## src/rtl/coor_gen_pkg.sv

```systemverilog
// Shared types and helpers for the coor_gen_axis raster coordinate generator.
package coor_gen_pkg;

  localparam int COOR_W_MAX = 32;

  typedef logic [COOR_W_MAX-1:0] coor_t;

  typedef struct packed {
    coor_t y;
    coor_t x;
  } coor_pair_t;

  typedef enum logic {
    IDLE = 1'b0,
    RUN  = 1'b1
  } state_e;

  // Builds lane `lane` of a beat as {y, x+lane}, both trimmed to w bits and
  // packed into the low 2*w bits of the result.
  function automatic logic [2*COOR_W_MAX-1:0] lane_word(input coor_t       y,
                                                        input coor_t       x,
                                                        input int unsigned lane,
                                                        input int unsigned w);
    coor_t      mask;
    coor_pair_t p;
    mask = (w >= COOR_W_MAX) ? '1 : ((coor_t'(1) << w) - coor_t'(1));
    p.y  = y & mask;
    p.x  = (x + coor_t'(lane)) & mask;
    return ({{COOR_W_MAX{1'b0}}, p.y} << w) | {{COOR_W_MAX{1'b0}}, p.x};
  endfunction

endpackage

```

## src/rtl/coor_gen_cnt.sv

```systemverilog
// Raster x/y counter stepping LANES pixels per beat over a latched region.
// Outputs describe the position that becomes current after this clock edge.
module coor_gen_cnt
  import coor_gen_pkg::*;
#(
  parameter int COOR_W = 16,
  parameter int LANES  = 1
) (
  input  logic              clk,
  input  logic              rst_n,
  input  logic              load,
  input  logic              step,
  input  logic [COOR_W-1:0] x0,
  input  logic [COOR_W-1:0] y0,
  input  logic [COOR_W-1:0] w,
  input  logic [COOR_W-1:0] h,
  output logic [COOR_W-1:0] nxt_x,
  output logic [COOR_W-1:0] nxt_y,
  output logic              nxt_row_end,
  output logic              nxt_frame_end
);

  typedef logic [COOR_W-1:0] cw_t;

  cw_t x_q, y_q, x0_q, x_last_q, y_last_q;
  cw_t x0_d, x_last_d, y_last_d;

  // NOTE: every variable gets a default before the branches so no path leaves it
  // unassigned; otherwise synthesis infers a latch.
  always_comb begin
    x0_d     = x0_q;
    x_last_d = x_last_q;
    y_last_d = y_last_q;
    nxt_x    = x_q;
    nxt_y    = y_q;
    if (load) begin
      x0_d     = x0;
      x_last_d = x0 + w - cw_t'(LANES);
      y_last_d = y0 + h - cw_t'(1);
      nxt_x    = x0;
      nxt_y    = y0;
    end else if (step) begin
      if (x_q == x_last_q) begin
        nxt_x = x0_q;
        nxt_y = y_q + cw_t'(1);
      end else begin
        nxt_x = x_q + cw_t'(LANES);
      end
    end
  end

  assign nxt_row_end   = (nxt_x == x_last_d);
  assign nxt_frame_end = nxt_row_end && (nxt_y == y_last_d);

  // NOTE: sequential state uses non-blocking assignments so every flop samples
  // the pre-edge values regardless of statement order.
  always_ff @(posedge clk or negedge rst_n) begin
    if (!rst_n) begin
      x_q      <= '0;
      y_q      <= '0;
      x0_q     <= '0;
      x_last_q <= '0;
      y_last_q <= '0;
    end else begin
      x_q      <= nxt_x;
      y_q      <= nxt_y;
      x0_q     <= x0_d;
      x_last_q <= x_last_d;
      y_last_q <= y_last_d;
    end
  end

endmodule

```

## src/rtl/coor_gen_axis.sv

```systemverilog
// Raster (y,x) coordinate generator with registered AXI-Stream master output.
// Optional region-of-interest raster when COOR_GEN_ROI_EN is defined.
module coor_gen_axis
  import coor_gen_pkg::*;
#(
  parameter int ROW    = 480,
  parameter int COL    = 640,
  parameter int COOR_W = 16,
  parameter int LANES  = 1,
  parameter int CONT   = 0
) (
  input  logic                        m_axis_aclk,
  input  logic                        m_axis_aresetn,
  input  logic                        start,
  output logic                        m_axis_tvalid,
  input  logic                        m_axis_tready,
  output logic [LANES*2*COOR_W-1:0]   m_axis_tdata,
  output logic                        m_axis_tuser,
  output logic                        m_axis_tlast,
  output logic                        busy,
  output logic                        frame_done,
`ifdef COOR_GEN_ROI_EN
  input  logic [COOR_W-1:0]           roi_x0,
  input  logic [COOR_W-1:0]           roi_y0,
  input  logic [COOR_W-1:0]           roi_w,
  input  logic [COOR_W-1:0]           roi_h,
`endif
  output logic [15:0]                 frame_cnt
);

  typedef logic [COOR_W-1:0] cw_t;
  localparam int PAIR_W  = 2 * COOR_W;
  localparam int DIM_MAX = (ROW > COL) ? ROW : COL;

  if ((COL % LANES) != 0 || (DIM_MAX >> COOR_W) != 0 || COOR_W > COOR_W_MAX ||
      ROW < 1 || COL < 1) begin : g_bad_cfg
    $fatal(1, "coor_gen_axis: illegal ROW/COL/COOR_W/LANES combination");
  end

  cw_t    org_x, org_y, ext_w, ext_h;
  logic   roi_ok;

`ifdef COOR_GEN_ROI_EN
  logic [COOR_W:0] x_span, y_span;
  assign org_x  = roi_x0;
  assign org_y  = roi_y0;
  assign ext_w  = roi_w;
  assign ext_h  = roi_h;
  assign x_span = {1'b0, roi_x0} + {1'b0, roi_w};
  assign y_span = {1'b0, roi_y0} + {1'b0, roi_h};
  // An empty, ragged or out-of-frame region launches no beats at all.
  assign roi_ok = (roi_w != '0) && (roi_h != '0) && ((roi_w % cw_t'(LANES)) == '0) &&
                  (x_span <= (COOR_W+1)'(COL)) && (y_span <= (COOR_W+1)'(ROW));
`else
  assign org_x  = '0;
  assign org_y  = '0;
  assign ext_w  = cw_t'(COL);
  assign ext_h  = cw_t'(ROW);
  assign roi_ok = 1'b1;
`endif

  state_e state_q, state_d;
  logic   load, step, done_d, hs, last_q;
  cw_t    nxt_x, nxt_y;
  logic   nxt_row_end, nxt_frame_end;
  logic [LANES*2*COOR_W-1:0] tdata_d;

  coor_gen_cnt #(
    .COOR_W (COOR_W),
    .LANES  (LANES)
  ) u_cnt (
    .clk           (m_axis_aclk),
    .rst_n         (m_axis_aresetn),
    .load          (load),
    .step          (step),
    .x0            (org_x),
    .y0            (org_y),
    .w             (ext_w),
    .h             (ext_h),
    .nxt_x         (nxt_x),
    .nxt_y         (nxt_y),
    .nxt_row_end   (nxt_row_end),
    .nxt_frame_end (nxt_frame_end)
  );

  assign m_axis_tvalid = (state_q == RUN);
  assign busy          = (state_q == RUN);
  assign hs            = m_axis_tvalid && m_axis_tready;

  always_comb begin
    state_d = state_q;
    load    = 1'b0;
    step    = 1'b0;
    done_d  = 1'b0;
    case (state_q)
      IDLE: begin
        if (start) begin
          if (roi_ok) begin
            load    = 1'b1;
            state_d = RUN;
          end else begin
            done_d  = 1'b1;
          end
        end
      end
      RUN: begin
        if (hs) begin
          if (last_q) begin
            done_d = 1'b1;
            // Continuous mode reloads the origin in the same edge: no bubble.
            if (CONT != 0 && start && roi_ok) load    = 1'b1;
            else                              state_d = IDLE;
          end else begin
            step = 1'b1;
          end
        end
      end
      default: state_d = IDLE;
    endcase
  end

  always_comb begin
    tdata_d = '0;
    for (int i = 0; i < LANES; i++) begin
      tdata_d[i*PAIR_W +: PAIR_W] =
        PAIR_W'(lane_word(coor_t'(nxt_y), coor_t'(nxt_x), int'(i), COOR_W));
    end
  end

  always_ff @(posedge m_axis_aclk or negedge m_axis_aresetn) begin
    if (!m_axis_aresetn) begin
      state_q      <= IDLE;
      m_axis_tdata <= '0;
      m_axis_tuser <= 1'b0;
      m_axis_tlast <= 1'b0;
      last_q       <= 1'b0;
      frame_done   <= 1'b0;
      frame_cnt    <= '0;
    end else begin
      state_q    <= state_d;
      frame_done <= done_d;
      if (hs && last_q) frame_cnt <= frame_cnt + 16'd1;
      if (load || step) begin
        m_axis_tdata <= tdata_d;
        m_axis_tuser <= load;
        m_axis_tlast <= nxt_row_end;
        last_q       <= nxt_frame_end;
      end
    end
  end

endmodule

```

## config.mk

```make
export PLATFORM = sky130hd
export DESIGN_NAME = coor_gen_axis
export DESIGN_NICKNAME = d
export VERILOG_FILES = /design/src/rtl/coor_gen_pkg.sv /design/src/rtl/coor_gen_cnt.sv /design/src/rtl/coor_gen_axis.sv
export SDC_FILE = /design/constraint.sdc
export NUM_CORES = 1
export LEC_CHECK = 0
export ABC_AREA = 0
export ABC_CLOCK_PERIOD_IN_PS = 3200
export CAP_MARGIN = 20
export CORE_MARGIN = 1
export CORE_UTILIZATION = 57
export CTS_CLUSTER_DIAMETER = 80
export DETAILED_ROUTE_END_ITERATION = 8
export GPL_ROUTABILITY_DRIVEN = 0
export PLACE_DENSITY = 0.8
export SYNTH_ARGS = -nofsm -noshare
export SYNTH_HDL_FRONTEND = slang
export SYNTH_SLANG_ARGS = --single-unit
```

## constraint.sdc

```tcl
create_clock -name m_axis_aclk -period 3.2 [get_ports m_axis_aclk]
set_clock_uncertainty 0.05 [all_clocks]
set_input_delay 0.32 -clock m_axis_aclk [delete_from_list [all_inputs] [get_ports m_axis_aclk]]
set_output_delay 0.32 -clock m_axis_aclk [all_outputs]
set_load 0.02 [all_outputs]
```

==> results of run 1 <==
==> area by class of cell <==
cell class / count / area (um^2) / share of cell area, %
sequential: 117 / 2930 / 40.9
clock inverter: 14 / 174 / 2.43
inverter: 7 / 26.3 / 0.367
multi-input combinational: 413 / 2650 / 37.1
clock buffer: 18 / 428 / 5.98
timing repair buffer: 82 / 781 / 10.9
tap: 133 / 166 / 2.33
==> worst min path at each step <==
stage	startpoint	endpoint	slack, ns	depth (start not counted)
2_1_floorplan	m_axis_aresetn	busy	-0.03	0
3_3_place_gp	m_axis_aresetn	frame_cnt[0]	0.32	1
3_5_place_dp	m_axis_aresetn	frame_done	0.32	1
4_1_cts	m_axis_aresetn	frame_done	0.31	2
5_1_grt	m_axis_aresetn	frame_cnt[0]	0.37	2
6_report	m_axis_aresetn	busy	0.29	2
==> through the flow <==
stage	worst slack (ns)	hold WS (ns)	power (mW)
final	0.0899	0.290	4.16
after global placement	0.276	0.317	2.20
after CTS	0.0856	0.306	4.15
after floorplan	0.684	-0.0256	1.97
after detailed placement	0.147	0.325	2.22
after global routing	0.00912	0.369	4.30
==> where the power goes <==
group	total, mW	switching, mW	internal [mW]
sequential	1.69	0.115	1.57
combinational	0.537	0.306	0.231
clock	1.93	0.721	1.21
total	4.16	1.14	3.02
==> synthesized netlist by cell type, types with 2 or more instances <==
library cell    n
a211oi_1       12
a21oi_1        13
a22oi_1         2
a32o_1          2
and2_1         18
and3_1          9
and4_1          6
buf_1           3
buf_2           5
buf_6           2
clkbuf_1       21
dfrtp_1       117
ha_1            3
inv_1           7
mux2i_1         4
nand2_1        41
nand2b_1       19
nand3_1        34
nand3b_1        2
nand4_1        13
nor2_1         70
nor2_4          2
nor2b_1         3
nor3_1         14
nor3_2          3
nor4_1         12
o211ai_1        2
o21ai_0         8
o22ai_1         7
o31ai_1        17
or4_1           2
xnor2_1        41
xnor3_1         2
xor2_1         33
==> flip-flops by register name, indices dropped and copies added, names as in the netlist <==
signal,flops
u_cnt.y_q,16
m_axis_tdata,32
u_cnt.x_q,16
last_q,1
frame_done,1
frame_cnt,16
u_cnt.x_last_q,16
busy,1
m_axis_tlast,1
u_cnt.y_last_q,16
m_axis_tuser,1
==> kinds of logic after synthesis <==
kind of cell,Yosys count,synth area share (%)
AO/OA/AOI/OAI,74,9.14
XOR/XNOR,76,12.1
adder cells (fa/ha/maj),3,0.655
buffers and inverters,39,2.99
flip-flops,117,51.0
multiplexers,5,0.894
AND/OR/NAND/NOR,255,23.2
==> per-layer routing <==
metal	global-route usage (%)	vias to the layer above	wire, um
met5	0	-	0
met4	12.7	0	452
met3	9.23	55	1310
met2	46.5	285	6920
met1	41.7	2340	6350
li1	-	2129	-
==> what timing repair did <==
item,in CTS,in global routing
hold endpoints to repair,49,0
hold buffers,1,0
endpoints found under the setup margin,0,1
resized for setup,0,2
==> worst max-delay path, delay by kind of cell (launching register included) <==
family / cells / cell delay, ns
buf+inv: 1 / 0.28
simple gates: 4 / 1.30
xor+xnor: 2 / 0.35
compound gates: 3 / 0.56
flops: 1 / 0.47
==> results.tsv, run 1 <==
metric	value	unit
largest area contributor in the netlist	dfrtp_1	
via/cell ratio	6.13	
worst min path class	in -> async	
I/O pin cnt	57	
count of final max-slew check failures	0	
setup TNS	0	ns
Post CTS Setup Buffer Count	0	
WL/cell	19.2	um
row count	36	
Worst EP required	3.59	ns
Max clock buf depth	2	
area delta synth->final	24.8	%
Synth Flop Type	dfrtp_1	
top post-synthesis cells by area	dfrtp_1 (51%), xnor2_1 (6.3%), xor2_1 (5.0%)	
FF-to-FF path depth	10	
number of diodes	0	
final core occ	73.2	%
Critical Path End	last_q	
ys async rst share	100	%
clock period minus worst slack	3.11	ns
area of the core	9770	um^2
Die Width	102	um
Reg-to-Reg Start	u_cnt.x_q[3]	
status	completed	
Die H	102	um
nets@finish	645	
Leak	3.12	nW
layout cells sized above 1	11.4	%
TritonCTS clock tree	built	
Post-synth EDFFs	0	
most frequent cells in the layout	dfrtp_1 (117), nor2_1 (70), clkdlybuf4s50_1 (55)	
largest net degree at the start of global routing	69	
# port buffers	56	
vias	4809	
post-layout instance area	7160	um^2
drt drc	0	
Hold Vio Cnt, Final	0	
dpl hpwl	9930	um
crit end category	register	
CP max-delay cell	dfrtp_1	
R2R Path End	last_q	
commonest non-fill, non-tap cell in the layout	dfrtp_1	
Largest stage delay, worst path	0.47	ns
number of max-cap violations	0	
post-synth top area share	51.0	%
CTS clk-pin slew, worst paths	0.06	ns
ANT nets after route	0	
Max VDD drop	381	uV
clock sinks	117	
crit share post-route	97.2	%
Filler cells	660	
sequential share of the synthesized area	51.0	%
Cell Chain, Critical Path	xor2_1, nor4_1, and4_1, buf_4, and3_1, xnor2_1, o22ai_1, a211oi_1, nand4_1, o31ai_2	
post-route insts no fill	784	
Power Density	581	nW/um^2
Mapped Area	5740	um^2
Max FO, Critical Path	14	
Cell Area, Placed	6530	um^2
Die ar.	10500	um^2
clock latency on the worst-skew pair	0.53	ns
Syn Nets	576	
unrepaired setup endpoints after global routing	false	
critical path startpoint category	register	
total track usage	30.8	%
crit path DAT	3.50	ns
initial antenna violation count	0	
H-tree depth	4	
Initial Util	58.7	%
endpoints failing setup	0	
drt total wl	15000	um
CTS root buf	clkbuf_8	
first-pass GRT wire length	23800	um
vias in the first global route	4581	
grt ovf	0	
Avg Synthesized Cell Area	10.1	um^2
Cell variety after synth	54	
Worst Setup SP	u_cnt.x_q[3]	
Syn. warnings	0	
flop-to-flop setup slack	0.09	ns
type of the worst setup path	reg -> reg	
fmax	0.322	GHz
Synth Instances	569	
Worst Max-Slew Pin Slew	0.859	ns
placed insts	751	
drt pass-1 iters	5	
Synth Register Bits	117	
DRT iter0 DRCs	622	
CTS Buf Count	17	
Slew Limit Headroom	42.5	%
Note: power is estimated with default switching activity, not from simulation.
==> run 2, diff against run 1 <==
- CORE_UTILIZATION: 57 -> 53
- PLACE_DENSITY: 0.8 -> 0.75
==> run 2 against run 1 <==
  * First-iteration DRC count stayed put
  * Sequential power hardly changed
  * Utilization is 4.2 points lower
  * Wire length is 1.2% lower
  * Die area is 7.4% higher
  * Cell area is 0.51% higher
  * Register-to-register slack better by 0.02 ns
  * Sequential cell count stayed put
  * Maximum frequency is 0.79% higher
  * Via count is 1.3% lower
  * Critical path type unchanged
==> results.tsv, run 2 (synthesized netlist as in run 1, its figures left out) <==
metric	value	unit	change
grt ovf	0		unchanged
nets@finish	648		+0.47%
most frequent cells in the layout	dfrtp_1 (117), nor2_1 (70), clkdlybuf4s50_1 (55)		
I/O pin cnt	57		unchanged
Die H	106	um	+3.6%
PnR worst setup slack	0.114	ns	+0.0244 ns
FF-to-FF path depth	9		-1
placed insts	757		+0.80%
Worst Path Buf+Inv	0		-1
count of final max-slew check failures	0		unchanged
Slew Limit Headroom	52.1	%	+9.7 points
CTS root buf	clkbuf_8		
status	completed		
number of flip-flops under the largest register name	32		unchanged
R2R Path End	last_q		
Max clock buf depth	2		unchanged
drt drc	0		unchanged
drt pass-1 iters	5		unchanged
drt total wl	14800	um	-1.2%
via/cell ratio	6.01		-2.0%
clock latency on the worst-skew pair	0.52	ns	about the same
largest net degree at the start of global routing	62		-10%
post-route insts no fill	790		+0.77%
number of max-cap violations	0		unchanged
worst slack at placement	0.0689	ns	-0.0781 ns
crit share post-route	96.4	%	-0.76 points
overall power	4.22	mW	+1.5%
layout cells sized above 1	11.8	%	+0.41 points
sw frac	26.6	%	-0.82 points
Die ar.	11200	um^2	+7.4%
Worst Max-Slew Pin Slew	0.718	ns	-0.141 ns
Comb power frac	12.9	%	about the same
type of the worst setup path	reg -> reg		
flop-to-flop setup slack	0.11	ns	+0.02 ns
ANT nets after route	0		unchanged
# port buffers	56		unchanged
unrepaired setup endpoints after global routing	false		
CTS clk-pin slew, worst paths	0.06	ns	about the same
Power Density	587	nW/um^2	+1.0%
number of diodes	0		unchanged
Hold Vio Cnt, Final	0		unchanged
H-tree depth	4		unchanged
CTS Buf Count	17		unchanged
setup TNS	0	ns	unchanged
initial antenna violation count	0		unchanged
endpoints failing setup	0		unchanged
Worst Setup SP	u_cnt.x_q[6]		
CP delay by family, top	simple AND/OR/NAND/NOR gates		
area of the core	10400	um^2	+6.6%
NetSw	1.12	mW	-1.5%
row count	37		+2.8%
Largest Register	m_axis_tdata		
Worst EP required	3.58	ns	about the same
Max VDD drop	336	uV	-12%
Leak	3.15	nW	+0.98%
commonest non-fill, non-tap cell in the layout	dfrtp_1		
CP Depth	9		-1
total track usage	28.5	%	-2.3 points
critical path startpoint category	register		
Largest stage delay, worst path	0.61	ns	+0.14 ns
Max FO, Critical Path	19		+5
sequential share of power	39.8	%	-0.8 points
fmax	0.324	GHz	+0.79%
clock sinks	117		unchanged
clock period minus worst slack	3.09	ns	-0.0244 ns
Reg-to-Reg Start	u_cnt.x_q[6]		
area delta synth->final	25.4	%	
P_int	3.10	mW	+2.7%
DRT iter0 DRCs	622		unchanged
first-pass GRT wire length	24600	um	+3.0%
TritonCTS clock tree	built		
most frequent CP cell	nor4_1		
dpl hpwl	10300	um	+3.4%
Cell Chain, Critical Path	xor2_1, nor4_1, and4_2, and3_1, xnor2_1, nor2_1, nor4_1, a31oi_1, o31ai_2		
worst min path class	in -> async		
vias in the first global route	4666		+1.9%
crit path DAT	3.47	ns	-0.03 ns
CP max-delay cell	and4_2		
Die Width	106	um	+3.6%
crit end category	register		
Clk pwr share	47.4	%	+0.9 points
Initial Util	55.1	%	-3.6 points
vias	4747		-1.3%
Critical Path End	last_q		
WL/cell	18.8	um	-1.9%
run 2: cell count changes in the layout (fill, tap and decap cells not counted):
| cell | previous run | this run |
|---|---|---|
| clkinvlp_4 | 4 | 2 |
| nor4_2 | 3 | 2 |
| and4_2 | 0 | 1 |
| buf_12 | 2 | 1 |
| clkinv_4 | 1 | 5 |
| clkinv_2 | 2 | 1 |
| nor4_1 | 10 | 11 |
| inv_6 | 4 | 2 |
| buf_4 | 24 | 28 |
| bufinv_16 | 3 | 4 |
| and4_1 | 6 | 5 |
run 2: worst min-delay path by stage:
stage	startpoint	endpoint	slack, ns	cells after the start
2_1_floorplan	m_axis_aresetn	busy	-0.03	0
3_3_place_gp	m_axis_aresetn	frame_cnt[4]	0.36	1
3_5_place_dp	m_axis_aresetn	frame_cnt[4]	0.37	1
4_1_cts	m_axis_aresetn	frame_cnt[4]	0.35	2
5_1_grt	m_axis_aresetn	frame_cnt[4]	0.40	2
6_report	m_axis_aresetn	frame_cnt[4]	0.34	2
run 2: cell type report:
class | count | area [um^2]
Clock inverter | 14 | 201
Clock buffer | 18 | 428
Tap cell | 136 | 170
Multi-Input combinational cell | 413 | 2650
Timing Repair Buffer | 85 | 791
Fill cell | 747 | 3220
Inverter | 7 | 26.3
Sequential cell | 117 | 2930
run 2: layer usage:
layer / track usage (%) / vias to the layer above / share of wire [%]
met2: 41.8 / 275 / 45
met1: 40.3 / 2287 / 43
met3: 8.09 / 45 / 9.0
li1: - / 2140 / -
met4: 10.9 / 0 / 2.5
met5: 0 / - / 0
run 2: per-stage QoR:
step / area (um^2) / utilization [%] / hold slack (ns)
after floorplan: 5740 / - / -0.0256
after global placement: 6550 / 62.8 / 0.360
after detailed placement: 6550 / 62.8 / 0.368
after CTS: 7190 / 69.0 / 0.352
after global routing: 7190 / 69.1 / 0.402
final: 7190 / 69.1 / 0.336
run 2: power groups by stage:
stage | Combinational, mW | Clock [mW] | Sequential [mW]
after floorplan | 0.242 | 0 | 1.73
after global placement | 0.515 | 0 | 1.69
after detailed placement | 0.524 | 0 | 1.69
after CTS | 0.537 | 2.03 | 1.67
after global routing | 0.592 | 2.10 | 1.69
final | 0.543 | 2.00 | 1.68
run 2: repair_timing:
action	in CTS	in global routing
buffers inserted	0	0
endpoints found under the setup margin	0	1
endpoints found under the hold margin	56	0
hold buffers	1	0
resized for setup	0	2
==> run 3, diff against run 2 <==
- CORE_MARGIN: 1 -> 2
==> run 3 against run 2 <==
  * Global-route usage shrank 1.6 points
  * First-iteration DRC count fell by 4.5%
  * Register-to-register slack gained 0.17 ns
  * Critical path depth is the same
  * Cell count grew 1.0%
  * Largest cell class unchanged
==> results.tsv, run 3 (synthesized netlist as in run 1, its figures left out) <==
metric	value	unit	change
first-pass GRT wire length	23900	um	-2.9%
drt drc	0		unchanged
dpl hpwl	10300	um	+0.44%
worst min path class	in -> async		
ANT nets after route	0		unchanged
number of flip-flops under the largest register name	32		unchanged
fmax	0.343	GHz	+5.7%
Max clock buf depth	2		unchanged
row count	37		unchanged
Hold Vio Cnt, Final	0		unchanged
crit path DAT	3.30	ns	-0.17 ns
endpoints failing setup	0		unchanged
via/cell ratio	5.89		-1.9%
clock period minus worst slack	2.92	ns	-0.167 ns
layout cells sized above 1	13.0	%	+1.2 points
Initial Util	55.1	%	unchanged
Max VDD drop	326	uV	-2.9%
Worst Max-Slew Pin Slew	0.706	ns	-0.0116 ns
Power Density	560	nW/um^2	-4.5%
Post CTS Setup Buffer Count	0		unchanged
CTS root buf	clkbuf_8		
area delta synth->final	25.1	%	
Largest Register	m_axis_tdata		
Worst EP required	3.58	ns	about the same
Die ar.	11700	um^2	+3.8%
Leak	3.15	nW	about the same
Worst Path Buf+Inv	1		+1
clock latency on the worst-skew pair	0.52	ns	about the same
grt ovf	0		unchanged
initial antenna violation count	0		unchanged
setup TNS	0	ns	unchanged
WL/cell	18.4	um	-2.1%
DRT iter0 DRCs	594		-4.5%
Filler cells	766		+2.5%
CP max-delay cell	dfrtp_1		
multi-input gate area in the final layout	2660	um^2	+0.24%
commonest non-fill, non-tap cell in the layout	dfrtp_1		
largest net degree at the start of global routing	53		-15%
TritonCTS clock tree	built		
drt total wl	14700	um	-1.1%
Die H	108	um	+1.9%
total track usage	26.9	%	-1.6 points
unrepaired setup endpoints after global routing	false		
number of diodes	0		unchanged
nets@finish	656		+1.2%
crit end category	register		
crit share post-route	91.2	%	-5.2 points
number of max-cap violations	0		unchanged
clock sinks	117		unchanged
Slew Limit Headroom	52.7	%	+0.56 points
CTS clk-pin slew, worst paths	0.06	ns	about the same
# port buffers	56		unchanged
status	completed		
CP delay by family, top	simple AND/OR/NAND/NOR gates		
H-tree depth	4		unchanged
Cell Chain, Critical Path	xor2_1, nor4_2, and4_2, buf_4, or3_1, a32o_1, nor4_1, nand4_1, o31ai_2		
drt pass-1 iters	7		+2
post-route insts no fill	798		+1.0%
Largest stage delay, worst path	0.42	ns	-0.19 ns
count of final max-slew check failures	0		unchanged
Max FO, Critical Path	12		-7
Die Width	108	um	+1.9%
vias in the first global route	4573		-2.0%
vias	4704		-0.91%
I/O pin cnt	57		unchanged
FF/Latch Area	2930	um^2	unchanged
type of the worst setup path	reg -> reg		
placed insts	765		+1.1%
CTS Buf Count	17		unchanged
critical path startpoint category	register		
most frequent cells in the layout	dfrtp_1 (117), nor2_1 (70), clkdlybuf4s50_1 (55)		
area of the core	10400	um^2	unchanged
[run 3: cell count changes in the layout (fill, tap and decap cells not counted), sizes merged]
cell	previous run	this run
buf	29	37
bufinv	4	1
clkbuf	18	17
clkinv	6	4
clkinvlp	2	3
inv	9	14
[run 3: area by class of cell]
| type | count | area share (%) |
|---|---|---|
| Clock buffer | 17 | 5.77 |
| Clock inverter | 15 | 2.02 |
| Inverter | 7 | 0.366 |
| Multi-Input combinational cell | 413 | 37.0 |
| Sequential cell | 117 | 40.8 |
| Tap cell | 136 | 2.37 |
| Timing Repair Buffer | 93 | 11.7 |
[run 3: worst register-to-register path: cells and delay by family, from the launching register on]
family                 cells  cell delay (ns)
AO/OA/AOI/OAI              2             0.55
AND/OR/NAND/NOR            5             1.31
XOR/XNOR                   1             0.30
buffers and inverters      1             0.19
flip-flops                 1             0.42
[run 3: path summary, 6_finish.rpt]
path	start	to	slack (ns)	cells past startpoint
max	u_cnt.x_q[7]	last_q	0.28	9
min	m_axis_aresetn	frame_cnt[0]	0.30	2
max reg2reg	u_cnt.x_q[7]	last_q	0.28	9
min reg2reg	frame_cnt[15]	frame_cnt[15]	0.42	1
max in group asynchronous	m_axis_aresetn	u_cnt.y_last_q[12]	1.91	3
min in group m_axis_aclk	start	busy	0.40	3
[run 3: power breakdown]
part,internal [mW],total (mW),switching (mW)
logic,0.244,0.545,0.300
registers,1.57,1.69,0.119
clock network,1.05,1.79,0.739
total,2.86,4.02,1.16
[run 3: metal layers]
| layer | track usage, % | vias to the layer above | wire length, um | share of wire, % |
|---|---|---|---|---|
| met4 | 9.80 | 0 | 262 | 1.8 |
| li1 | - | 2155 | - | - |
| met5 | 0 | - | 0 | 0 |
| met3 | 6.57 | 30 | 1240 | 8.4 |
| met2 | 39.1 | 229 | 6540 | 45 |
| met1 | 39.4 | 2290 | 6650 | 45 |
[run 3: timing repair]
item                                    in CTS  in global routing
hold endpoints to repair                    50                  0
endpoints found under the setup margin       0                  1
hold buffers                                 1                  0
gates resized for setup                      0                  3
[run 3: metrics by stage]
step	utilization (%)	power, mW	cell area (um^2)	setup slack [ns]	hold slack (ns)
final	68.9	4.02	7180	0.281	0.301
after global routing	68.9	4.17	7180	0.0861	0.360
after CTS	68.8	4.03	7160	0.0379	0.320
after detailed placement	63.3	2.24	6590	0.140	0.326
after global placement	63.3	2.23	6590	0.174	0.326
after floorplan	-	1.97	5740	0.684	-0.0256
